`config.mk`:
```
export PLATFORM = sky130hd
export DESIGN_NAME = mux_nto1_serializer
export DESIGN_NICKNAME = d
export VERILOG_FILES = /design/src/rtl/mux_nto1_serializer.sv
export SDC_FILE = /design/constraint.sdc
export NUM_CORES = 1
export LEC_CHECK = 0
export ABC_AREA = 1
export BUFFER_PORTS_ARGS = -buffer_cell sky130_fd_sc_hd__buf_2
export CAP_MARGIN = 25
export CORE_UTILIZATION = 41
export CTS_CLUSTER_SIZE = 28
export DETAILED_ROUTE_END_ITERATION = 10
export MAX_ROUTING_LAYER = met4
export PLACE_DENSITY = 0.69
export SLEW_MARGIN = 20
export SYNTH_ARGS = -nofsm -noshare
export SYNTH_HDL_FRONTEND = slang
export SYNTH_SLANG_ARGS = --single-unit
```
`constraint.sdc`:
```
create_clock -name clk_4f -period 3.2 [get_ports clk_4f]
set_input_delay 0.64 -clock clk_4f [delete_from_list [all_inputs] [get_ports clk_4f]]
set_output_delay 0.64 -clock clk_4f [all_outputs]
set_load 0.02 [all_outputs]
```
`src/rtl/mux_nto1_serializer.sv`:
```
// N:1 registered serializing multiplexer: snapshots LANES lanes at slot 0 of each
// frame and emits one lane per clk_4f cycle, locked to an external frame marker.
module mux_nto1_serializer #(
  parameter int WIDTH           = 8,
  parameter int LANES           = 4,
  parameter int HOLD_ON_INVALID = 1
) (
  input  logic                       clk_4f,
  input  logic                       reset_L,
  input  logic                       align,
  input  logic [LANES*WIDTH-1:0]     in_data,
  input  logic [LANES-1:0]           in_valid,
  output logic [WIDTH-1:0]           data_out,
  output logic                       valid_out,
  output logic [$clog2(LANES)-1:0]   lane_out,
  output logic                       realign_err
);

  localparam int CW = $clog2(LANES);
  localparam logic [CW-1:0] LAST_SLOT = CW'(LANES - 1);

  typedef enum logic {
    WAIT_ALIGN,
    RUN
  } state_t;

  state_t                   state;
  logic [CW-1:0]            cnt;
  logic [LANES*WIDTH-1:0]   snap_d;
  logic [LANES-1:0]         snap_v;
  logic [WIDTH-1:0]         sel_d;
  logic                     sel_v;

  // Slot 0 bypasses the snapshot so lane 0 leaves with no extra latency.
  always_comb begin
    sel_d = snap_d[int'(cnt)*WIDTH +: WIDTH];
    sel_v = snap_v[cnt];
    if (cnt == '0) begin
      sel_d = in_data[WIDTH-1:0];
      sel_v = in_valid[0];
    end
  end

  always_ff @(posedge clk_4f or negedge reset_L) begin
    if (!reset_L) begin
      state       <= WAIT_ALIGN;
      cnt         <= '0;
      snap_d      <= '0;
      snap_v      <= '0;
      data_out    <= '0;
      valid_out   <= 1'b0;
      lane_out    <= '0;
      realign_err <= 1'b0;
    end else begin
      realign_err <= 1'b0;
      case (state)
        WAIT_ALIGN: begin
          valid_out <= 1'b0;
          lane_out  <= '0;
          if (HOLD_ON_INVALID == 0) data_out <= '0;
          if (align) begin
            state <= RUN;
            cnt   <= '0;
          end
        end
        RUN: begin
          if (cnt == '0) begin
            snap_d <= in_data;
            snap_v <= in_valid;
          end
          valid_out <= sel_v;
          if (sel_v) data_out <= sel_d;
          else if (HOLD_ON_INVALID == 0) data_out <= '0;
          lane_out <= cnt;
          // A marker on the last slot coincides with the natural wrap and is not an error.
          if (align) begin
            cnt         <= '0;
            realign_err <= (cnt != LAST_SLOT);
          end else begin
            cnt <= (cnt == LAST_SLOT) ? '0 : cnt + 1'b1;
          end
        end
        default: state <= WAIT_ALIGN;
      endcase
    end
  end

endmodule
```
==> impl_results.md, run 1 <==
- Status: completed
- Remaining antenna violation count: 0
- Routed wire length: roughly 5.4 mm
- Synth cell types: 20
- Pins Over Slew Limit: 0
- Die Area: 6190 µm²
- Global-route wire length before repair: about 9.3 mm
- Worst Setup SP: cnt[0]$_DFFE_PN0P_
- End-of-flow core utilization: 0.500
- N_diodes: 0
- H-tree depth: 2
- CTS resizes: 0
- Core ar.: 5570 µm²
- I/O pin cnt: approximately 50
- Vias per inst: between 4 and 5
- #FFs+latches synth: 51
- R2r worst-path depth: 7
- Rows: 27
- TritonCTS clock tree: built
- Gp weighted congestion: 0.873
- Pwr dens: around 640 nW/µm²
- Clock buffer depth: 2
- Area delta synth->final: 15.8%
- Peak supply drop: 0.000237 V
- Fin Setup TNS: 0 ns
- Fillcell total: between 500 and 600
- Register clock-pin slew on the reported worst setup and hold paths: about 0.090 ns
- Initial antenna violation count: 0
- Hold slack: 0.321 ns
- Post-Syn Area per Cell: 8.14 µm²
- Finished Cell Area: 2790 µm²
- Worst flop-to-flop path startpoint: cnt[0]$_DFFE_PN0P_
- MaxCap Viol Count: 0
- Die span in y: 78.6 µm
- WL/cell: about 13 µm
- Largest cells by area after synthesis: dfrtp_1, nand2_1, nand3_1, nand2_2, nand2_8
- GRT overflow: 0
- NumNets Final: slightly below 400
- RSZ-0062 raised after global routing: no
- Largest net degree at the start of global routing: 35
- Worst-Skew Late Latency: 0.30 ns
- Final hold vios: 0
- Crit. End Element: flip-flop
- Vias in the first global route: just under 2000
- Critical path launch point type: flip-flop
- Crit Path Class: flip-flop to flip-flop
- DRT Pass-1 Iters: 5
- Hold WC Path Type: primary input to asynchronous set/reset pin
- Critical Path Fanout Max: 22
- Hpwl dp: 3.86 mm
- Post-route DRC: 0
- Input/output buffers: 50
- Cell Area, Placed: approximately 2700 µm²
- Root Driver: clkbuf_8
- Clock sink total: 51
- Setup violators final: 0
- Mapped Area: roughly 2400 µm²
- Yosys top cell area share: 0.530
- DP Worst Slack: 0.881 ns
- Initial Util: 0.432
- Layout cells sized above 1: 0.252
- LEAKAGE: 0.00155 µW
- Final worst slack: 0.854 ns
- Critical Path AT: 2.59 ns
- Vias: between 2000 and 2500
- Min Tclk post-route: 2.35 ns
- Gate Count Post-Synth: slightly below 300
- Slew @ Worst Pin: 0.668 ns
- Tcrit/Tclk final: 0.733
- Syn nets: 337
- Commonest non-fill, non-tap cell in the layout: nand2_1
- Max Fclk: 426 MHz
- Critical Path RT: 3.45 ns
- Clk_skew: 0.00690 ns
- Post-CTS Repair Setup Buffers: 0
- Die W: roughly 80 µm
- Area leader, netlist: dfrtp_1
- YS warnings: 0
- Global-route usage over all layers: 0.201
- Sequential area share after synthesis: 0.530
- Worst slew margin: 0.554
- Initial DRC Count: 159
- Num CTS Buffers: 5
- Most used cells in the layout excluding fill and tap cells: nand2_1, dfrtp_1, buf_2, nand3_1, nand2_2
- Cts hold-fix bufs: 0
-- Yosys cell counts, drive strengths merged --
| library cell | instances |
|---|---|
| clkbuf | 3 |
| inv | 8 |
| o21ai | 2 |
| nor3 | 1 |
| nand2 | 181 |
| buf | 9 |
| dfrtp | 51 |
| nand3 | 36 |
| nor2 | 3 |
| ha | 2 |
-- kinds of logic (layout without fill, tap and decap cells) --
logic type,count (synthesis),after routing,synth area share
compound gates,2,2,0.00416
flops,51,51,0.530
simple gates,221,221,0.409
buf+inv,20,69,0.0462
fa+ha+maj,2,2,0.0104
-- flip-flops by register name, indices dropped and copies added, names as in the netlist --
signal / flops
cnt: 2
data_out: 8
lane_out: 2
realign_err: 1
snap_d: 32
snap_v: 4
state: 1
valid_out: 1
-- critical path: stages, from the launching register on --
cell and delay, ns:
dfrtp_1 0.64, inv_2 0.37, ha_1 0.54, nand2_4 0.12, inv_4 0.23, buf_4 0.25
nand2_1 0.08, nand2_1 0.06
-- routing by layer --
metal | part of all wire | global-route usage
met4 | 0.017 | 0.0833
met5 | 0 | -
met1 | 0.47 | 0.257
met3 | 0.047 | 0.0244
met2 | 0.47 | 0.322
-- metrics by stage --
step                total power (µW)  std cells
global route                    1900        417
finish                          1780        417
detailed placement              1430        409
CTS                             1790        417
global placement                1420        408
floorplan                       1260        296
-- cell type report --
| cell class | instances | area, µm² | share of cell area |
|---|---|---|---|
| Tap cell | 72 | 90.1 | 0.0323 |
| Timing Repair Buffer | 53 | 285 | 0.102 |
| Sequential cell | 51 | 1280 | 0.458 |
| Inverter | 8 | 32.5 | 0.0117 |
| Clock buffer | 5 | 68.8 | 0.0247 |
| Multi-Input combinational cell | 225 | 1020 | 0.366 |
| Clock inverter | 3 | 15.0 | 0.00538 |
-- power breakdown --
group / total, µW / internal (µW) / switching, µW / leakage [µW]
logic: 536 / 192 / 344 / 0.000880
registers: 882 / 788 / 94.1 / 0.000621
clock network: 360 / 150 / 210 / 0.0000477
-- final timing paths --
path | slack [ns] | to
max | 0.85 | snap_d[30]$_DFFE_PN0P_
min reg2reg | 0.49 | snap_d[16]$_DFFE_PN0P_
min in group clk_4f | 0.49 | snap_d[16]$_DFFE_PN0P_
min | 0.32 | snap_d[18]$_DFFE_PN0P_
max in group asynchronous | 2.34 | snap_v[1]$_DFFE_PN0P_
max reg2reg | 0.85 | snap_d[30]$_DFFE_PN0P_
No activity file was read; power rests on OpenSTA's default activity.
==> run 2: changes to the inputs <==
clock period = 2.2 ns   (was 3.2 ns; I/O delays follow)
==> impl_results.md, run 2 (synthesis gave the netlist of run 1 again) <==
- Max FFs per register: 32 (unchanged)
- R2R Path End: snap_d[14]$_DFFE_PN0P_
- Clock power frac: 0.194 (-0.009)
- I/O pin cnt: 51 (unchanged)
- Post-route DRC: 0 (unchanged)
- Sw Pwr: 910 µW (+41%)
- Critical Path RT: 2.44 ns (-1.01 ns)
- Vias: 1987 (-2.4%)
- Hold WC Path Type: primary input to asynchronous set/reset pin
- CP Cell Sequence: inv_1 -> ha_1 -> nand2_4 -> inv_4 -> buf_4 -> nand2_1 -> nand2_1
- Worst slew margin: 0.585 (+0.0309)
- Fillcell total: 552 (-3.2%)
- CP dominant cell by count: nand2_1
- WL/cell: 12.3 µm (-4.5%)
- Vias in the first global route: 1924 (-2.5%)
- Hold slack: 0.145 ns (-0.177 ns)
- H-tree depth: 2 (unchanged)
- Worst Path Buf+Inv: 3 (unchanged)
- Register clock-pin slew on the reported worst setup and hold paths: 0.09 ns (about the same)
- Clock buffer depth: 2 (unchanged)
- R2r setup slk: 0.32 ns (-0.54 ns)
- RSZ-0062 raised after global routing: no
- Peak supply drop: 0.000342 V (+45%)
- Gp weighted congestion: 0.922 (+5.6%)
- Delay-heaviest family, CP: buffers and inverters
- Commonest non-fill, non-tap cell in the layout: nand2_1
- Input/output buffers: 50 (unchanged)
- Critical Path Fanout Max: 32 (+45%)
- Critical Path AT: 2.12 ns (-0.47 ns)
- Max stage delay on crit path: 0.52 ns (-0.12 ns)
- Global-route usage over all layers: 0.192 (-0.00829)
- Core ar.: 5570 µm² (unchanged)
- Sw Ratio: 0.356 (-0.00805)
- Fin Setup TNS: 0 ns (unchanged)
- Status: completed
- Pins Over Slew Limit: 0 (unchanged)
- CTS resizes: 0 (unchanged)
- LEAKAGE: 0.00155 µW (+0.24%)
- Logic gate share of total power: 0.311 (+0.010)
- Layout cells sized above 1: 0.254 (+0.00143)
- Initial DRC Count: 161 (+1.3%)
- Vias per inst: 4.74 (-2.9%)
- N_diodes: 0 (unchanged)
- Die span in y: 78.6 µm (unchanged)
- Post-CTS Repair Setup Buffers: 0 (unchanged)
- Clk_skew: 0.00806 ns (+0.00115 ns)
- Worst flop-to-flop path startpoint: cnt[1]$_DFFE_PN0P_
- Hpwl dp: 3.70 mm (-4.1%)
- Area delta synth->final: 16.1%
- Top Registers: snap_d: 32 flops, data_out: 8 flops, snap_v: 4 flops
- Die W: 78.6 µm (unchanged)
- Root Driver: clkbuf_8
- Power Internal: 1640 µW (+46%)
- Die Area: 6190 µm² (unchanged)
- Crit Path Class: flip-flop to flip-flop
- Largest net degree at the start of global routing: 37 (+5.7%)
- Global-route wire length before repair: 8.85 mm (-4.5%)
- Clock sink total: 51 (unchanged)
- Most used cells in the layout excluding fill and tap cells: nand2_1, dfrtp_1, buf_2, nand3_1, nand2_2
- Slew @ Worst Pin: 0.622 ns (-0.0464 ns)
- Cts hold-fix bufs: 0 (unchanged)
- Final hold vios: 0 (unchanged)
- Min Tclk post-route: 1.88 ns (-0.462 ns)
- GRT overflow: 0 (unchanged)
- R2r worst-path depth: 7 (unchanged)
- DRT Pass-1 Iters: 4 (-1)
- Rows: 27 (unchanged)
- TritonCTS clock tree: built
- Most flop-heavy register: snap_d
- Register share of total power: 0.495 (about the same)
- MaxCap Viol Count: 0 (unchanged)
- Critical path launch point type: flip-flop
- Tcrit/Tclk final: 0.857 (+0.124)
- Worst-Skew Late Latency: 0.30 ns (about the same)
- Max Fclk: 531 MHz (+24%)
- Initial Util: 0.432 (unchanged)
- Setup violators final: 0 (unchanged)
- NumNets Final: 389 (+1.0%)
- Pwr dens: 914 nW/µm² (+43%)
- Crit. End Element: flip-flop
- Routed wire length: 5.17 mm (-4.0%)
- Crit-path slowest cell: dfrtp_1
- Initial antenna violation count: 0 (unchanged)
- Remaining antenna violation count: 0 (unchanged)
- Num CTS Buffers: 5 (unchanged)
==> run 2: metal layers <==
metal	global-route usage	wire length (µm)
met2	0.303	2450
met3	0.0326	210
met1	0.250	2410
met4	0.0685	93
met5	-	0
==> run 2: metrics by stage <==
step	power (µW)	instances	util	setup WS, ns	cell area (µm²)
3_5_place_dp	2080	413	0.488	0.336	2720
2_1_floorplan	1840	296	-	0.594	2410
4_1_cts	2580	419	0.501	0.321	2800
6_report	2550	419	0.501	0.315	2800
3_3_place_gp	2070	413	0.488	0.376	2720
5_1_grt	2750	419	0.501	0.124	2800
==> run 2: how the worst max path moves through the flow <==
stage / startpoint / to / slack [ns] / cells after the start
after global placement: cnt[1]$_DFFE_PN0P_ / snap_d[22]$_DFFE_PN0P_ / 0.38 / 7
final: cnt[1]$_DFFE_PN0P_ / snap_d[14]$_DFFE_PN0P_ / 0.32 / 7
after CTS: cnt[1]$_DFFE_PN0P_ / snap_d[26]$_DFFE_PN0P_ / 0.32 / 7
after global routing: cnt[1]$_DFFE_PN0P_ / snap_d[4]$_DFFE_PN0P_ / 0.12 / 7
after floorplan: cnt[0]$_DFFE_PN0P_ / data_out[0]$_DFFE_PN0P_ / 0.59 / 9
after detailed placement: cnt[1]$_DFFE_PN0P_ / snap_d[22]$_DFFE_PN0P_ / 0.34 / 7
==> run 2: worst register-to-register path: cells and delay by family, from the launching register on <==
kind                       cells  cell delay, ns
DFF                            1            0.52
adders and majority gates      1            0.46
buffers and inverters          3            0.57
and+or+nand+nor                3            0.28
==> run 2: layout make-up <==
type / count / area (µm²) / share of cell area
sequential: 51 / 1280 / 0.457
multi-input combinational: 225 / 1020 / 0.365
timing repair buffer: 57 / 303 / 0.108
tap: 72 / 90.1 / 0.0322
clock buffer: 6 / 72.6 / 0.0260
inverter: 8 / 32.5 / 0.0116
==> run 2: power groups by stage <==
stage / Combinational (µW) / Clock (µW) / Sequential [µW]
2_1_floorplan: 494 / 0 / 1340
3_3_place_gp: 791 / 0 / 1280
3_5_place_dp: 805 / 0 / 1280
4_1_cts: 806 / 512 / 1260
5_1_grt: 905 / 552 / 1290
6_report: 794 / 495 / 1260
